File: src/rtl/ocp_mem_slave_pkg.sv
// Shared OCP command/response types and helpers for the OCP SRAM slave.
package ocp_mem_slave_pkg;

    typedef enum logic [2:0] {
        CMD_IDLE = 3'd0,
        CMD_WR   = 3'd1,
        CMD_RD   = 3'd2,
        CMD_RDEX = 3'd3,
        CMD_RDL  = 3'd4,
        CMD_WRNP = 3'd5,
        CMD_WRC  = 3'd6,
        CMD_BCST = 3'd7
    } ocp_cmd_e;

    typedef enum logic [1:0] {
        RESP_NIL  = 2'd0,
        RESP_DVA  = 2'd1,
        RESP_FAIL = 2'd2,
        RESP_ERR  = 2'd3
    } ocp_resp_e;

    function automatic int clog2(input int value);
        int r;
        int v;
        r = 0;
        v = value - 1;
        while (v > 0) begin
            r = r + 1;
            v = v >> 1;
        end
        return r;
    endfunction

    // Posted writes are the only command that completes without a response.
    function automatic logic cmd_has_resp(input ocp_cmd_e cmd);
        logic r;
        case (cmd)
            CMD_IDLE: r = 1'b0;
            CMD_WR:   r = 1'b0;
            default:  r = 1'b1;
        endcase
        return r;
    endfunction

    function automatic logic cmd_is_read(input ocp_cmd_e cmd);
        logic r;
        case (cmd)
            CMD_RD:   r = 1'b1;
            CMD_RDEX: r = 1'b1;
            default:  r = 1'b0;
        endcase
        return r;
    endfunction

endpackage

File: src/rtl/ocp_mem_slave_fifo.sv
// Synchronous response FIFO holding {response code, data}; head is shown as NIL/0 when empty.
module ocp_resp_fifo
    import ocp_mem_slave_pkg::*;
#(
    parameter int DEPTH  = 4,
    parameter int DATA_W = 32
) (
    input  logic              clk,
    input  logic              resetb,
    input  logic              push,
    input  ocp_resp_e         push_resp,
    input  logic [DATA_W-1:0] push_data,
    input  logic              pop,
    output ocp_resp_e         head_resp,
    output logic [DATA_W-1:0] head_data,
    output logic              empty,
    output logic              full
);

    localparam int PW = clog2(DEPTH);

    ocp_resp_e         resp_mem_r [DEPTH];
    logic [DATA_W-1:0] data_mem_r [DEPTH];
    logic [PW:0]       wr_ptr_r;
    logic [PW:0]       rd_ptr_r;
    logic              do_push_s;
    logic              do_pop_s;

    // Pointer-compare status, guarded push/pop and head presentation.
    always_comb begin
        empty     = (wr_ptr_r == rd_ptr_r);
        full      = (wr_ptr_r[PW] != rd_ptr_r[PW]) && (wr_ptr_r[PW-1:0] == rd_ptr_r[PW-1:0]);
        do_push_s = push && !full;
        do_pop_s  = pop && !empty;
        if (empty) begin
            head_resp = RESP_NIL;
            head_data = {DATA_W{1'b0}};
        end else begin
            head_resp = resp_mem_r[rd_ptr_r[PW-1:0]];
            head_data = data_mem_r[rd_ptr_r[PW-1:0]];
        end
    end

    // Pointer and storage update.
    always_ff @(posedge clk or negedge resetb) begin
        if (!resetb) begin
            wr_ptr_r <= {(PW+1){1'b0}};
            rd_ptr_r <= {(PW+1){1'b0}};
            for (int i = 0; i < DEPTH; i++) begin
                resp_mem_r[i] <= RESP_NIL;
                data_mem_r[i] <= {DATA_W{1'b0}};
            end
        end else begin
            if (do_push_s) begin
                resp_mem_r[wr_ptr_r[PW-1:0]] <= push_resp;
                data_mem_r[wr_ptr_r[PW-1:0]] <= push_data;
                wr_ptr_r                     <= wr_ptr_r + 1'b1;
            end else begin
                wr_ptr_r <= wr_ptr_r;
            end
            if (do_pop_s) begin
                rd_ptr_r <= rd_ptr_r + 1'b1;
            end else begin
                rd_ptr_r <= rd_ptr_r;
            end
        end
    end

endmodule

File: src/rtl/ocp_mem_slave.sv
// OCP slave terminating requests on a 1-cycle-latency single-port SRAM, with
// credit-based accept so buffered responses can never overflow.
module ocp_mem_slave
    import ocp_mem_slave_pkg::*;
#(
    parameter int DATA_W     = 32,
    parameter int ADDR_W     = 32,
    parameter int MEM_WORDS  = 1024,
    parameter int RESP_DEPTH = 4
) (
    input  logic                         clk,
    input  logic                         resetb,
    input  ocp_cmd_e                     MCmd,
    input  logic [ADDR_W-1:0]            MAddr,
    input  logic [DATA_W-1:0]            MData,
    input  logic [DATA_W/8-1:0]          MByteEn,
    output logic                         SCmdAccept,
    output ocp_resp_e                    SResp,
    output logic [DATA_W-1:0]            SData,
    input  logic                         MRespAccept,
    output logic                         mem_en,
    output logic                         mem_we,
    output logic [clog2(MEM_WORDS)-1:0]  mem_addr,
    output logic [DATA_W-1:0]            mem_wdata,
    output logic [DATA_W/8-1:0]          mem_be,
    input  logic [DATA_W-1:0]            mem_rdata
);

    localparam int BOFF = clog2(DATA_W/8);
    localparam int MA_W = clog2(MEM_WORDS);
    localparam int CR_W = clog2(RESP_DEPTH) + 1;
    localparam int HI_W = ADDR_W - BOFF - MA_W;

    logic [CR_W-1:0]   credit_r;
    logic              stg_vld_r;
    logic              stg_rd_r;
    ocp_resp_e         stg_resp_r;

    logic              acc_s;
    logic              in_range_s;
    logic              mem_op_s;
    logic              wr_op_s;
    logic              has_resp_s;
    logic              rd_ok_s;
    ocp_resp_e         resp_s;
    logic              dec_s;
    logic              pop_s;
    logic              push_s;
    logic [DATA_W-1:0] push_data_s;
    logic              fifo_empty_s;
    logic              fifo_full_s;
    logic [BOFF-1:0]   addr_unused_s;

    assign addr_unused_s = MAddr[BOFF-1:0];

    // Request decode, SRAM strobes and credit bookkeeping inputs.
    always_comb begin
        SCmdAccept = (credit_r != {CR_W{1'b0}});
        acc_s      = (MCmd != CMD_IDLE) && SCmdAccept;
        in_range_s = (MAddr[ADDR_W-1:BOFF+MA_W] == {HI_W{1'b0}});
        has_resp_s = cmd_has_resp(MCmd);
        rd_ok_s    = cmd_is_read(MCmd) && in_range_s;
        mem_op_s   = 1'b0;
        wr_op_s    = 1'b0;
        resp_s     = RESP_NIL;
        case (MCmd)
            CMD_WR: begin
                mem_op_s = in_range_s;
                wr_op_s  = 1'b1;
            end
            CMD_WRNP: begin
                mem_op_s = in_range_s;
                wr_op_s  = 1'b1;
                resp_s   = in_range_s ? RESP_DVA : RESP_ERR;
            end
            CMD_RD, CMD_RDEX: begin
                mem_op_s = in_range_s;
                resp_s   = in_range_s ? RESP_DVA : RESP_ERR;
            end
            CMD_RDL, CMD_WRC, CMD_BCST: begin
                resp_s = RESP_ERR;
            end
            default: begin
                resp_s = RESP_NIL;
            end
        endcase
        // The resetb term keeps the SRAM quiet while reset is asserted.
        mem_en      = acc_s && mem_op_s && resetb;
        mem_we      = mem_en && wr_op_s;
        mem_addr    = MAddr[BOFF+MA_W-1:BOFF];
        mem_wdata   = MData;
        mem_be      = MByteEn;
        dec_s       = acc_s && has_resp_s;
        pop_s       = !fifo_empty_s && MRespAccept;
        push_s      = stg_vld_r && !fifo_full_s;
        push_data_s = stg_rd_r ? mem_rdata : {DATA_W{1'b0}};
    end

    // Credit counter: free response slots across stage register and FIFO.
    always_ff @(posedge clk or negedge resetb) begin
        if (!resetb) begin
            credit_r <= CR_W'(RESP_DEPTH);
        end else if (dec_s && !pop_s) begin
            credit_r <= credit_r - 1'b1;
        end else if (!dec_s && pop_s) begin
            credit_r <= credit_r + 1'b1;
        end else begin
            credit_r <= credit_r;
        end
    end

    // Stage register aligns the response with the SRAM read data one cycle later.
    always_ff @(posedge clk or negedge resetb) begin
        if (!resetb) begin
            stg_vld_r  <= 1'b0;
            stg_rd_r   <= 1'b0;
            stg_resp_r <= RESP_NIL;
        end else begin
            stg_vld_r  <= dec_s;
            stg_rd_r   <= acc_s && rd_ok_s;
            stg_resp_r <= resp_s;
        end
    end

    ocp_resp_fifo #(
        .DEPTH  (RESP_DEPTH),
        .DATA_W (DATA_W)
    ) u_resp_fifo (
        .clk       (clk),
        .resetb    (resetb),
        .push      (push_s),
        .push_resp (stg_resp_r),
        .push_data (push_data_s),
        .pop       (pop_s),
        .head_resp (SResp),
        .head_data (SData),
        .empty     (fifo_empty_s),
        .full      (fifo_full_s)
    );

endmodule
File: config.mk
export PLATFORM = sky130hd
export DESIGN_NAME = ocp_mem_slave
export DESIGN_NICKNAME = d
export VERILOG_FILES = /design/src/rtl/ocp_mem_slave_pkg.sv /design/src/rtl/ocp_mem_slave_fifo.sv /design/src/rtl/ocp_mem_slave.sv
export SDC_FILE = /design/constraint.sdc
export NUM_CORES = 1
export LEC_CHECK = 0
export CORE_MARGIN = 1.5
export CORE_UTILIZATION = 49
export DETAILED_ROUTE_END_ITERATION = 10
export HOLD_SLACK_MARGIN = 0.06
export MAX_ROUTING_LAYER = met4
export PLACE_DENSITY = 0.92
export SLEW_MARGIN = 30
export SYNTH_ARGS = -nofsm -noshare
export SYNTH_HDL_FRONTEND = slang
export SYNTH_SLANG_ARGS = --single-unit
File: constraint.sdc
create_clock -name clk -period 2.7 [get_ports clk]
set_input_delay 0.675 -clock clk [delete_from_list [all_inputs] [get_ports clk]]
set_output_delay 0.675 -clock clk [all_outputs]
set_load 0.01 [all_outputs]
# Yosys cells after proc, flatten, opt, wreduce, memory -nomap -nowiden
# Cells that the tools add are included.
[totals]
wordCells = 86
out_inout_bits = 83
reg_bits = 149
[op_classes]
n_eq_ne = 10
bitwise = 2
muxes = 23
n_addsub = 4
n_lt_le_gt_ge = 3
n_reduce_logical = 30
[op_table]
columns = ["operator", "n"]
rows = [
  ["2-to-1 mux 32 bit", 5],
  ["bitwise mux 128 bit", 1],
  ["binary-select mux 32 bit (select 2 bit)", 1],
  ["demux 32 bit (select 2 bit)", 1],
  ["logical NOT 20 bit", 1],
  ["logical AND 1 bit", 15],
  ["== test 3 bit, second input constant", 4],
  ["2-to-1 mux 2 bit", 5],
  ["adder 3 x 1 -> 3 bit, second input constant", 3],
  ["bitwise mux 8 bit", 1],
  ["== test 3 x 2 -> 1 bit, second input constant", 2],
  [">= comparator 3 bit, second input constant", 2],
  ["2-to-1 mux 3 bit", 2],
  ["NOT 2 -> 3 bit", 2],
  ["nonzero test 3 bit", 2],
  ["OR reduction 2 bit", 3],
  ["OR reduction 3 bit", 2],
  ["binary-select mux 2 bit (select 2 bit)", 1],
  ["demux 2 bit (select 2 bit)", 1],
  ["logical NOT 1 bit", 4],
  ["2-to-1 mux 1 bit", 4],
  ["case mux 2 bit (2 select lines)", 1],
  ["OR reduction 4 bit", 1],
  ["== test 3 x 1 -> 1 bit, second input constant", 1],
  ["other kinds (7)", 7],
]

# Depth between registers and ports, before layout
# Gate-level depths: netlist of the first run.
[depth]
depth_word = 8
ltp_mapped = 10
depth_no_buf = 9

# Hierarchy
# From an unflattened synthesis of the first run, not the netlist that was laid out.
[unflattened]
cells_unflattened = 526
area_unflattened_um2 = 7756.2
[modules_own_cells]
columns = ["module", "n_inst", "area_each_um2", "cells_per_inst"]
rows = [
  ["ocp_resp_fifo", 1, 6784.0, 404],
  ["ocp_mem_slave", 1, 972.2, 122],
]

# Worst setup path before layout of the first run
# Ideal clock, no wire load.
[synth_timing]
kind = "register to register"
from = "register u_resp_fifo.wr_ptr_r[2]"
to = "register credit_r[2]"
slack_ps = 345
arrival_ps = 2281
setup_time_ps = 75
path_stages_with_launch = 10
required_time_ps = 2625
path_cell_list = "dfrtp_1 xnor2_2 nor3b_4 nand2b_4 ha_1 inv_1 fa_1 xor2_1 nor2_1 xor2_1"
[synth_via]
elab_chain_len = 6
[synth_rtl]
columns = ["element", "line", "rtl"]
rows = [
  ["start: declaration", "ocp_mem_slave_fifo.sv:24", "logic [PW:0] wr_ptr_r;"],
  ["start signal: assignment", "ocp_mem_slave_fifo.sv:47", "wr_ptr_r <= {(PW+1){1'b0}};"],
  ["start signal: assignment", "ocp_mem_slave_fifo.sv:57", "wr_ptr_r <= wr_ptr_r + 1'b1;"],
  ["start signal: assignment", "ocp_mem_slave_fifo.sv:59", "wr_ptr_r <= wr_ptr_r;"],
  ["== test 3 bit (*)", "ocp_mem_slave_fifo.sv:31", "empty = (wr_ptr_r == rd_ptr_r);"],
  ["logical NOT 1 bit (*)", "ocp_mem_slave.sv:94", "pop_s = !fifo_empty_s && MRespAccept;"],
  ["logical AND 1 bit (*)", "ocp_mem_slave.sv:94", ""],
  ["logical NOT 1 bit", "ocp_mem_slave.sv:103", "end else if (dec_s && !pop_s) begin"],
  ["logical AND 1 bit", "ocp_mem_slave.sv:103", ""],
  ["2-to-1 mux 3 bit / nonzero test 2 bit (equally long branches)", "n/a", ""],
  ["end signal: assignment", "ocp_mem_slave.sv:102", "credit_r <= CR_W'(RESP_DEPTH);"],
  ["end signal: assignment", "ocp_mem_slave.sv:104", "credit_r <= credit_r - 1'b1;"],
  ["end signal: assignment", "ocp_mem_slave.sv:106", "credit_r <= credit_r + 1'b1;"],
  ["end: declaration", "ocp_mem_slave.sv:34", "logic [CR_W-1:0] credit_r;"],
]
# Mark *: on every way between the ends. The rest lies on a longest branch, timed or not.
# A chain may end at the register's enable or synchronous reset.

# Final worst setup path of the first run
[layout_timing]
from = "register u_resp_fifo.rd_ptr_r[0]"
to = "output SResp[1]"
[layout_via]
elab_chain_len = 5
[layout_rtl]
columns = ["element", "line", "rtl"]
rows = [
  ["start: declaration", "ocp_mem_slave_fifo.sv:25", "logic [PW:0] rd_ptr_r;"],
  ["start signal: assignment", "ocp_mem_slave_fifo.sv:48", "rd_ptr_r <= {(PW+1){1'b0}};"],
  ["start signal: assignment", "ocp_mem_slave_fifo.sv:62", "rd_ptr_r <= rd_ptr_r + 1'b1;"],
  ["start signal: assignment", "ocp_mem_slave_fifo.sv:64", "rd_ptr_r <= rd_ptr_r;"],
  ["NOT 2 -> 3 bit (implied by the code)", "ocp_mem_slave_fifo.sv:39", "head_resp = resp_mem_r[rd_ptr_r[PW-1:0]];"],
  ["binary-select mux 2 bit (select 2 bit)", "ocp_mem_slave_fifo.sv:39", ""],
  ["2-to-1 mux 2 bit (implied by the code) (2 in a row)", "ocp_mem_slave_fifo.sv:39", ""],
  ["2-to-1 mux 2 bit (*)", "ocp_mem_slave_fifo.sv:35", "if (empty) begin"],
  ["end: declaration", "ocp_mem_slave.sv:18", "output ocp_resp_e SResp,"],
]
# Mark *: on every way between the ends. The rest lies on a longest branch, timed or not. The select of a mux whose other input is x is not followed.

==> results of run 1 <==
==> cells by family (layout without fill, tap and decap cells) <==
group | after synthesis | in the layout
compound gates | 135 | 135
xor+xnor | 10 | 10
fa+ha+maj | 7 | 7
buf+inv | 96 | 181
flops | 149 | 149
mux | 45 | 45
simple gates | 215 | 215
==> power by group <==
part           switching [mW]  leakage (nW)  internal (mW)
clock network           0.875         0.281           1.38
logic                    1.87          1.64           1.57
registers               0.182          2.02           2.41
total                    2.93          3.94           5.36
==> worst min-delay path by stage <==
stage | start | to | slack [ps] | cells past startpoint
2_1_floorplan | resetb | credit_r[0] | 380 | 0
3_3_place_gp | u_resp_fifo.data_mem_r[26] | u_resp_fifo.data_mem_r[26] | 460 | 2
3_5_place_dp | u_resp_fifo.data_mem_r[20] | u_resp_fifo.data_mem_r[20] | 470 | 2
4_1_cts | resetb | credit_r[1] | 440 | 2
5_1_grt | resetb | credit_r[1] | 480 | 2
6_report | resetb | credit_r[1] | 330 | 2
==> timing repair <==
item,4_1_cts,5_1_grt
setup endpoints to repair,36,29
gates resized for setup,178,29
buffers inserted,16,4
pin swaps,7,6
cloned,2,0
==> cell type report <==
cell class / instances / area [µm²]
well taps: 184 / 230.2
repair buffers: 142 / 1425
multi-input cells: 412 / 2982
flip-flops and latches: 149 / 3737
fillers: 1080 / 5448
clock inverters: 8 / 73.82
inverters: 8 / 30.03
clock buffers: 23 / 498.0
==> state kept, by name (all words and copies together), names as in the netlist <==
register,count
credit_r,3
stg_rd_r,1
stg_resp_r,2
stg_vld_r,1
u_resp_fifo.data_mem_r,128
u_resp_fifo.rd_ptr_r,3
u_resp_fifo.resp_mem_r,8
u_resp_fifo.wr_ptr_r,3
==> Yosys cell counts <==
master	n
xor2_1	3
ha_1	6
nor4_1	5
nand2b_4	1
buf_6	9
nor2_1	5
mux2_4	4
nor2b_1	35
and4b_1	1
nor3b_4	1
nand3_1	1
clkbuf_1	15
xnor2_2	1
nand2_1	163
inv_1	8
o21ai_0	98
or3_1	1
xnor2_1	4
mux2i_1	1
o311ai_4	1
mux2_1	3
dfrtp_1	148
o21ai_1	31
o31ai_1	1
a211oi_1	1
fa_1	1
xor2_4	2
buf_2	7
buf_4	57
nor4bb_1	1
dfstp_2	1
mux2_2	3
and4_1	1
o311ai_2	3
mux4_2	34
==> per-layer routing <==
metal | up-vias | global-route usage, %
li1 | 2337 | -
met1 | 2539 | 28.48
met2 | 178 | 36.59
met3 | 26 | 5.259
met4 | 0 | 9.736
met5 | - | -
==> summary.md, run 1 <==
| Metric | Value |
|---|---|
| Rows | `44` |
| Number of port buffers | `94` |
| Largest family of logic cells by synthesized area | `simple AND/OR/NAND/NOR gates` |
| Gpl congestion | `0.7885` |
| Crit path kind | `flip-flop to primary output` |
| Critical Path Start | `u_resp_fifo.rd_ptr_r[0]` |
| Synth Area in Simple Gates | `13.24%` |
| Met1 Wirelength | `6677 µm` |
| Chip height | `124.2 µm` |
| HP Class | `input port to asynchronous set/reset pin` |
| Routed Wire Length | `16630 µm` |
| Gr usage total | `22.99%` |
| Hold Vio Cnt, Final | `0` |
| Die W | `124.2 µm` |
| Setup_tns | `-288.0 ps` |
| Clock latency on the worst-skew pair | `410 ps` |
| CTS sink cnt | `149` |
| H-tree depth | `4` |
| CP arrival | `2080 ps` |
| Mapped Nets | `770` |
| Final period util | `102.0%` |
| Power density over the cells | `922.9 nW/µm²` |
| Placed insts | `875` |
| Reg2Reg Launch Point | `u_resp_fifo.rd_ptr_r[0]` |
| Post-Synthesis Cell Area | `7201 µm²` |
| Critical Path RT | `2030 ps` |
| Setup repair after global routing missed its margin | `yes` |
| Post-route ant nets | `0` |
| Worst slew pin tran | `812.8 ps` |
| Number of synthesized register bits | `149` |
| Initial Utilization | `49.92%` |
| Layout cells sized above 1 | `25.07%` |
| Layout area overhead | `24.66%` |
| Max-slew violation count | `0` |
| Yosys cell types | `35` |
| Initial antenna violation count | `0` |
| Syn Area/Cell | `10.96 µm²` |
| Syn Inst Count | `657` |
| Met3 WL post-DR | `976 µm` |
| Status | `finished with violations` |
| Worst reg-to-reg setup slack | `210 ps` |
| CP delay by family, top | `flip-flops` |
| Max-slew headroom | `45.82%` |
| Post-DR vias/cell | `5.486` |
| Clock Skew | `7.367 ps` |
| Wire per inst | `17.96 µm` |
| I/O pins | `189` |
| Leading cell types in the layout, fill and taps excluded | `nand2_1 (163), dfrtp_1 (144), o21ai_0 (98)` |
| Yosys top cell by area | `dfrtp_1` |
| CP peak stage delay | `540 ps` |
| Final core utilization | `62.23%` |
| Fin crit period | `2753 ps` |
| Overflow after GRT | `0` |
| TritonRoute pass-1 iters | `4` |
| Longest Clk Path Bufs | `2` |
| Most frequent CP cell | `buf_12` |
| R2R cell count | `11` |
| Adder-cell share of the synthesized area | `1.321%` |
| Area of the die | `15430 µm²` |
| Worst setup endpoint | `SResp[1]` |
| Total power | `8.284 mW` |
| Crit path depth | `6` |
| Failing checks | `negative setup slack` |
| Crit-path cells | `buf_12, buf_12, buf_12, mux4_2, nor2b_4, buf_6` |
| Post-Synth XOR/XNOR Area | `1.842%` |
| Global-route wire length before repair | `27240 µm` |
| Synth warnings | `0` |
| CTS tree | `built` |
| Crit path max fanout | `5` |
| Worst slack at placement | `-480.8 ps` |
| Diodes inserted | `0` |
| Final instance area | `8976 µm²` |
| Commonest non-fill, non-tap cell in the layout | `nand2_1` |
| Sequential-to-total area share from yosys stat | `51.80%` |
| Synth Area in Compound Gates | `10.22%` |
| Fin nets | `843` |
| Multiplexer area fraction after synthesis | `12.55%` |
| Worst VDD drop | `0.0007491 V` |
| Met2 wire len | `8645 µm` |
| FF-to-FF End | `credit_r[2]` |
| Core box area | `14420 µm²` |
| DRC | `0` |
| Top cell type's share of synthesized area | `51.43%` |
| Hpwl dp | `9774 µm` |
| CP Launch Type | `flip-flop` |
| Buf+Inv Stages, Crit Path | `4` |
| Setup Viol. Count Final | `13` |
| Placed cell areas | `8045 µm²` |
| Via count | `5080` |
| Slowest cell on the critical path | `dfrtp_4` |
| Largest net degree at the start of global routing | `150` |
| Static leakage | `3.941 nW` |
| Initial DRC Count | `326` |
| DR top layer | `met4` |
| Total CTS buffers | `17` |
| Peak Freq | `363.3 MHz` |
| Final cell count without fillers | `926` |
| Setup ws final | `-52.81 ps` |
| Final Hold Slack | `326.4 ps` |
| Max Cap Violations | `0` |
| CP Capture Type | `primary output` |
| Root Buffer | `clkbuf_16` |
| Clk pin slew, worst setup/hold paths | `60 ps` |
| Vias in the first global route | `5428` |
| Hold buffers post-CTS | `0` |
| Area contributors post-synth | `dfrtp_1 (51%), mux4_2 (11%), nand2_1 (8.5%)` |
(Power assumes the default switching activity.)
==> run 2: changes to the inputs <==
--- a/config.mk
+++ b/config.mk
@@ -10,7 +10,7 @@
 export DETAILED_ROUTE_END_ITERATION = 10
 export HOLD_SLACK_MARGIN = 0.06
 export MAX_ROUTING_LAYER = met4
-export PLACE_DENSITY = 0.92
+export PLACE_DENSITY = 0.86
 export SLEW_MARGIN = 30
 export SYNTH_ARGS = -nofsm -noshare
 export SYNTH_HDL_FRONTEND = slang
==> run 2 against run 1 <==
Net effect: the flow still finishes with violations (negative setup slack); register-to-register slack got worse by 30 ps; global-route usage fell by 0.063 points; design area rose by 0.82%.
==> summary.md, run 2 (same netlist as run 1, synthesis figures left out) <==
| Metric | Value |
|---|---|
| Wire per inst | `18.33 µm (+2.1%)` |
| Worst VDD drop | `0.0006751 V (-9.9%)` |
| Initial Utilization | `49.92% (unchanged)` |
| Layout cells sized above 1 | `24.83% (-0.23 points)` |
| Clk pin slew, worst setup/hold paths | `60 ps (about the same)` |
| Commonest non-fill, non-tap cell in the layout | `nand2_1` |
| Post-route ant nets | `0 (unchanged)` |
| CP Launch Type | `flip-flop` |
| Sw Ratio | `34.27% (-1.1 points)` |
| TritonRoute pass-1 iters | `5 (+1)` |
| Initial antenna violation count | `0 (unchanged)` |
| DRC | `0 (unchanged)` |
| Gpl congestion | `0.7625 (-3.3%)` |
| Clock Power Share | `29.0% (+1.8 points)` |
| Max Cap Violations | `0 (unchanged)` |
| Power density over the cells | `937.6 nW/µm² (+1.6%)` |
| Worst slack at placement | `-514.0 ps (-33.19 ps)` |
| Largest net degree at the start of global routing | `150 (unchanged)` |
| Setup repair after global routing missed its margin | `yes` |
| Global-route wire length before repair | `27380 µm (+0.51%)` |
| Die W | `124.2 µm (unchanged)` |
| Max-slew violation count | `0 (unchanged)` |
| Critical Path Start | `u_resp_fifo.rd_ptr_r[0]` |
| Final cell count without fillers | `933 (+0.76%)` |
| Crit path max fanout | `7 (+2)` |
| Hold Vio Cnt, Final | `0 (unchanged)` |
| Gr usage total | `22.93% (-0.063 points)` |
| # fillers | `1066 (-1.3%)` |
| CP Capture Type | `primary output` |
| Reg2Reg Launch Point | `u_resp_fifo.rd_ptr_r[0]` |
| Critical Path RT | `2030 ps (about the same)` |
| Placed cell areas | `8090 µm² (+0.56%)` |
| Core box area | `14420 µm² (unchanged)` |
| Fin nets | `849 (+0.71%)` |
| Comb pwr share | `40.7% (-0.8 points)` |
| Status | `finished with violations` |
| Layout area overhead | `25.68%` |
| CTS sink cnt | `149 (unchanged)` |
| Chip height | `124.2 µm (unchanged)` |
| Peak Freq | `368.4 MHz (+1.4%)` |
| Via count | `5240 (+3.1%)` |
| Clock Skew | `8.263 ps (+0.8957 ps)` |
| Number of port buffers | `94 (unchanged)` |
| Overflow after GRT | `0 (unchanged)` |
| CP arrival | `2040 ps (-40 ps)` |
| Setup Viol. Count Final | `3 (-10)` |
| Int Power | `5.577 mW (+4.1%)` |
| Final instance area | `9050 µm² (+0.82%)` |
| Max reg flops | `128 (unchanged)` |
| CTS tree | `built` |
| Static leakage | `4.077 nW (+3.5%)` |
| Post-DR vias/cell | `5.616 (+2.4%)` |
| Clock latency on the worst-skew pair | `420 ps (about the same)` |
| Worst slew pin tran | `846.1 ps (+33.38 ps)` |
| Hpwl dp | `9975 µm (+2.1%)` |
| Max-slew headroom | `43.59% (-2.2 points)` |
| Initial DRC Count | `431 (+32%)` |
| H-tree depth | `4 (unchanged)` |
| I/O pins | `189 (unchanged)` |
| HP Class | `input port to asynchronous set/reset pin` |
| Routed Wire Length | `17110 µm (+2.9%)` |
| Vias in the first global route | `5419 (-0.17%)` |
| Area of the die | `15430 µm² (unchanged)` |
| Placed insts | `876 (+0.11%)` |
| Leading cell types in the layout, fill and taps excluded | `nand2_1 (163), dfrtp_1 (144), o21ai_0 (98)` |
| Total CTS buffers | `17 (unchanged)` |
| Net Switching | `2.908 mW (-0.68%)` |
| Largest regs | `u_resp_fifo.data_mem_r x128, u_resp_fifo.resp_mem_r x8` |
| Fin crit period | `2715 ps (-38.25 ps)` |
| Final period util | `100.5% (-1.4 points)` |
| Largest reg by FF count | `u_resp_fifo.data_mem_r` |
| Failing checks | `negative setup slack` |
| Rows | `44 (unchanged)` |
| Root Buffer | `clkbuf_16` |
| Diodes inserted | `0 (unchanged)` |
| Crit path kind | `flip-flop to primary output` |
| Reg power frac | `30.4% (-0.9 points)` |
| Longest Clk Path Bufs | `2 (unchanged)` |
| Setup ws final | `-14.56 ps (+38.25 ps)` |
-- run 2: final timing paths --
kind | end | slack (ps) | cells past startpoint
worst max-delay path | SData[24] | -10 | 5
worst min-delay path | u_resp_fifo.data_mem_r[5] | 350 | 2
worst max register to register | credit_r[2] | 180 | 12
worst min register to register | u_resp_fifo.data_mem_r[29] | 480 | 2
max in group asynchronous | u_resp_fifo.wr_ptr_r[0] | 1610 | 2
min in group clk | u_resp_fifo.data_mem_r[29] | 480 | 2
-- run 2: layer usage --
layer / global-route usage, % / routed length [µm] / vias up
li1: - / - / 2355
met1: 28.35 / 7030 / 2616
met2: 36.36 / 8703 / 229
met3: 6.164 / 1034 / 40
met4: 8.654 / 337 / 0
met5: - / 0 / -
-- run 2: layout make-up --
class / count / area (µm²) / area share, %
well taps: 184 / 230.2 / 2.544
multi-input cells: 412 / 2944 / 32.53
clock inverters: 13 / 181.4 / 2.005
repair buffers: 148 / 1496 / 16.54
flip-flops and latches: 149 / 3735 / 41.27
inverters: 8 / 30.03 / 0.3318
clock buffers: 19 / 432.9 / 4.784
-- run 2: critical path, cell delays in order (launching register included) --
cell	delay (ps)
dfrtp_2	400
buf_4	150
buf_16	130
mux4_2	510
nor2b_1	150
dlygate4sd2_1	270
-- run 2: repair_timing --
item / CTS / global route
buffers inserted: 13 / 10
pin swaps: 4 / 9
cloned: 2 / 1
hold buffers: 0 / 0
gates resized for setup: 116 / 65
endpoints found under the setup margin: 36 / 27
-- run 2: power groups by stage --
stage | logic, mW | registers [mW] | clock network [mW]
after floorplan | 1.97 | 2.54 | 0
after global placement | 2.69 | 2.61 | 0
after detailed placement | 2.75 | 2.62 | 0
after CTS | 3.17 | 2.57 | 2.49
after global routing | 3.68 | 2.60 | 2.58
final | 3.45 | 2.58 | 2.46
-- run 2: metrics by stage --
step | setup TNS, ps | util, % | hold WS, ps | power, mW
floorplan | 0 | - | 379.4 | 4.509
global placement | -797.7 | 56.09 | 456.3 | 5.302
detailed placement | -956.1 | 56.09 | 467.3 | 5.370
CTS | -153.7 | 61.42 | 467.8 | 8.222
global route | -574.6 | 62.74 | 486.5 | 8.857
finish | -26.17 | 62.74 | 351.4 | 8.485
==> run 3: changes to the inputs <==
--- a/config.mk
+++ b/config.mk
@@ -5,7 +5,6 @@
 export SDC_FILE = /design/constraint.sdc
 export NUM_CORES = 1
 export LEC_CHECK = 0
-export CORE_MARGIN = 1.5
 export CORE_UTILIZATION = 49
 export DETAILED_ROUTE_END_ITERATION = 10
 export HOLD_SLACK_MARGIN = 0.06
==> run 3 against run 2 <==
Net effect: the flow still finishes with violations (negative setup slack); clock power increased by 6%; total power increased by 1.8%; sequential share of layout area fell by 0.21 points; core utilization increased by 1.8 points; critical path depth is 1 higher; wire length decreased by 1.5%; via count decreased by 0.74%; first-iteration DRC count decreased by 4.2%; clock-buffer cell count grew 1; worst hold slack gained 77 ps; worst setup slack better by 1.8 ps; critical endpoint is now SData[28]; largest cell class unchanged.
==> summary.md, run 3 (same netlist as run 1, synthesis figures left out) <==
| Metric | Value |
|---|---|
| Largest net degree at the start of global routing | `150 (unchanged)` |
| Max Cap Violations | `0 (unchanged)` |
| CP arrival | `2040 ps (about the same)` |
| Number of port buffers | `94 (unchanged)` |
| Initial DRC Count | `413 (-4.2%)` |
| Fin nets | `855 (+0.71%)` |
| Worst VDD drop | `0.0005666 V (-16%)` |
| Clock Skew | `7.516 ps (-0.7468 ps)` |
| Reg power frac | `30.0% (-0.4 points)` |
| Initial antenna violation count | `0 (unchanged)` |
| Placed cell areas | `8040 µm² (-0.62%)` |
| Most frequent CP cell | `buf_6` |
| Largest regs | `u_resp_fifo.data_mem_r x128, u_resp_fifo.resp_mem_r x8` |
| Post-route ant nets | `0 (unchanged)` |
| Hold Vio Cnt, Final | `0 (unchanged)` |
| H-tree depth | `4 (unchanged)` |
| CP peak stage delay | `530 ps (+20 ps)` |
| DRC | `0 (unchanged)` |
| Leading cell types in the layout, fill and taps excluded | `nand2_1 (163), dfrtp_1 (144), o21ai_0 (98)` |
| Max-slew headroom | `49.30% (+5.7 points)` |
| Diodes inserted | `0 (unchanged)` |
| Commonest non-fill, non-tap cell in the layout | `nand2_1` |
| Wire per inst | `18.02 µm (-1.7%)` |
| Post-DR vias/cell | `5.563 (-0.96%)` |
| Clk pin slew, worst setup/hold paths | `60 ps (about the same)` |
| Crit path max fanout | `6 (-1)` |
| Via count | `5201 (-0.74%)` |
| Layout area overhead | `26.39%` |
| Initial Utilization | `51.08% (+1.2 points)` |
| Longest Clk Path Bufs | `2 (unchanged)` |
| Final instance area | `9101 µm² (+0.57%)` |
| Setup repair after global routing missed its margin | `yes` |
| Setup_tns | `-18.14 ps (+8.030 ps)` |
| Max reg flops | `128 (unchanged)` |
| Final cell count without fillers | `935 (+0.21%)` |
| Vias in the first global route | `5614 (+3.6%)` |
| Clock latency on the worst-skew pair | `420 ps (about the same)` |
| Status | `finished with violations` |
| TritonRoute pass-1 iters | `5 (unchanged)` |
| Sw Ratio | `34.02% (-0.25 points)` |
| CTS tree | `built` |
| Failing checks | `negative setup slack` |
| Die W | `123.2 µm (-0.80%)` |
| Hpwl dp | `10370 µm (+4.0%)` |
| Final period util | `100.5% (about the same)` |
| Int Power | `5.700 mW (+2.2%)` |
| Global-route wire length before repair | `27710 µm (+1.2%)` |
| CP Launch Type | `flip-flop` |
| Routed Wire Length | `16850 µm (-1.5%)` |
| Fin crit period | `2713 ps (-1.826 ps)` |
| Crit-path cells | `buf_12, buf_8, buf_6, mux4_2, nor2b_4, buf_6` |
| Critical Path RT | `2030 ps (about the same)` |
| HP Class | `input port to asynchronous set/reset pin` |
| Core box area | `14100 µm² (-2.3%)` |
| Overflow after GRT | `0 (unchanged)` |
| Root Buffer | `clkbuf_16` |
| Final Hold Slack | `428.0 ps (+76.58 ps)` |
| Placed insts | `871 (-0.57%)` |
| Setup Viol. Count Final | `2 (-1)` |
| Worst slew pin tran | `760.5 ps (-85.60 ps)` |
| CTS sink cnt | `149 (unchanged)` |
| Crit path kind | `flip-flop to primary output` |
| Static leakage | `4.133 nW (+1.4%)` |
| Largest reg by FF count | `u_resp_fifo.data_mem_r` |
| Chip height | `123.2 µm (-0.80%)` |
| Total CTS buffers | `17 (unchanged)` |
| I/O pins | `189 (unchanged)` |
| CP Capture Type | `primary output` |
| Clock Power Share | `30.1% (+1.1 points)` |
| Comb pwr share | `39.9% (-0.8 points)` |
| Slowest cell on the critical path | `dfrtp_4` |
| Peak Freq | `368.6 MHz (about the same)` |
| Power density over the cells | `949.2 nW/µm² (+1.2%)` |
| Max-slew violation count | `0 (unchanged)` |
| Area of the die | `15180 µm² (-1.6%)` |
| Gr usage total | `25.00% (+2.1 points)` |
| Hold buffers post-CTS | `0 (unchanged)` |
| Setup ws final | `-12.74 ps (+1.826 ps)` |
| Rows | `43 (-2.3%)` |
| Layout cells sized above 1 | `26.75% (+1.9 points)` |
| Total power | `8.639 mW (+1.8%)` |
| Gpl congestion | `0.7371 (-3.3%)` |
| Net Switching | `2.939 mW (+1.1%)` |
==> run 3: changes by cell type in the layout (fill, tap and decap cells not counted), moves of 2 or more <==
| cell | previous run | this run |
|---|---|---|
| clkbuf_2 | 12 | 2 |
| nor2b_4 | 5 | 8 |
| clkinvlp_4 | 5 | 1 |
| buf_6 | 10 | 18 |
| dlygate4sd2_1 | 4 | 0 |
| clkbuf_8 | 0 | 2 |
| clkdlybuf4s15_2 | 2 | 0 |
| nor2b_1 | 28 | 24 |
| buf_2 | 13 | 28 |
| buf_4 | 33 | 37 |
| buf_12 | 11 | 9 |
==> run 3: stage by stage <==
stage          setup WS [ps]  utilization [%]
6_report              -12.74            64.57
5_1_grt               -67.46            64.57
4_1_cts               -34.56            64.36
3_5_place_dp          -552.3            57.04
3_3_place_gp          -430.1            57.04
2_1_floorplan          344.5                -
==> run 3: area by class of cell <==
cell class	instances	area, µm²
multi-input cells	412	2972
fillers	1032	4995
clock inverters	12	198.9
repair buffers	154	1481
clock buffers	20	456.7
flip-flops and latches	149	3737
inverters	8	30.03
well taps	180	225.2
==> run 3: layer usage <==
metal  up-vias  global-route usage, %  part of all wire [%]  routed length (µm)
li1       2350                      -                     -                   -
met1      2608                  29.42                    38                6380
met2       214                  41.83                    53                8976
met3        29                  6.596                   7.2                1208
met4         0                  8.133                   1.7                 285
met5         -                      -                     0                   0
==> run 3: critical path, delay by kind of cell (launching register included) <==
family                 cells  cell delay, ps
flip-flops                 1             530
AND/OR/NAND/NOR            1             150
buffers and inverters      4             510
multiplexers               1             420
==> run 3: worst paths after layout <==
| check | from | cells past startpoint | slack (ps) | to |
|---|---|---|---|---|
| worst max-delay path | u_resp_fifo.rd_ptr_r[0] | 6 | -10 | SData[28] |
| worst min-delay path | resetb | 2 | 430 | u_resp_fifo.data_mem_r[103] |
| worst max register to register | u_resp_fifo.rd_ptr_r[0] | 12 | 120 | credit_r[2] |
| worst min register to register | u_resp_fifo.data_mem_r[9] | 2 | 480 | u_resp_fifo.data_mem_r[9] |
| max in group asynchronous | resetb | 2 | 1660 | u_resp_fifo.rd_ptr_r[0] |
| min in group clk | u_resp_fifo.data_mem_r[9] | 2 | 480 | u_resp_fifo.data_mem_r[9] |
==> run 3: power by group through the flow <==
stage | clock network [mW] | logic [mW] | registers, mW
after floorplan | 0 | 1.97 | 2.54
after global placement | 0 | 2.61 | 2.60
after detailed placement | 0 | 2.70 | 2.62
after CTS | 2.62 | 3.51 | 2.58
after global routing | 2.72 | 3.69 | 2.61
final | 2.60 | 3.45 | 2.59
==> run 3: repair_timing <==
item,CTS,global route
cloned,2,0
setup buffers,33,0
endpoints found under the setup margin,36,29
pin swaps,6,11
resized for setup,194,32
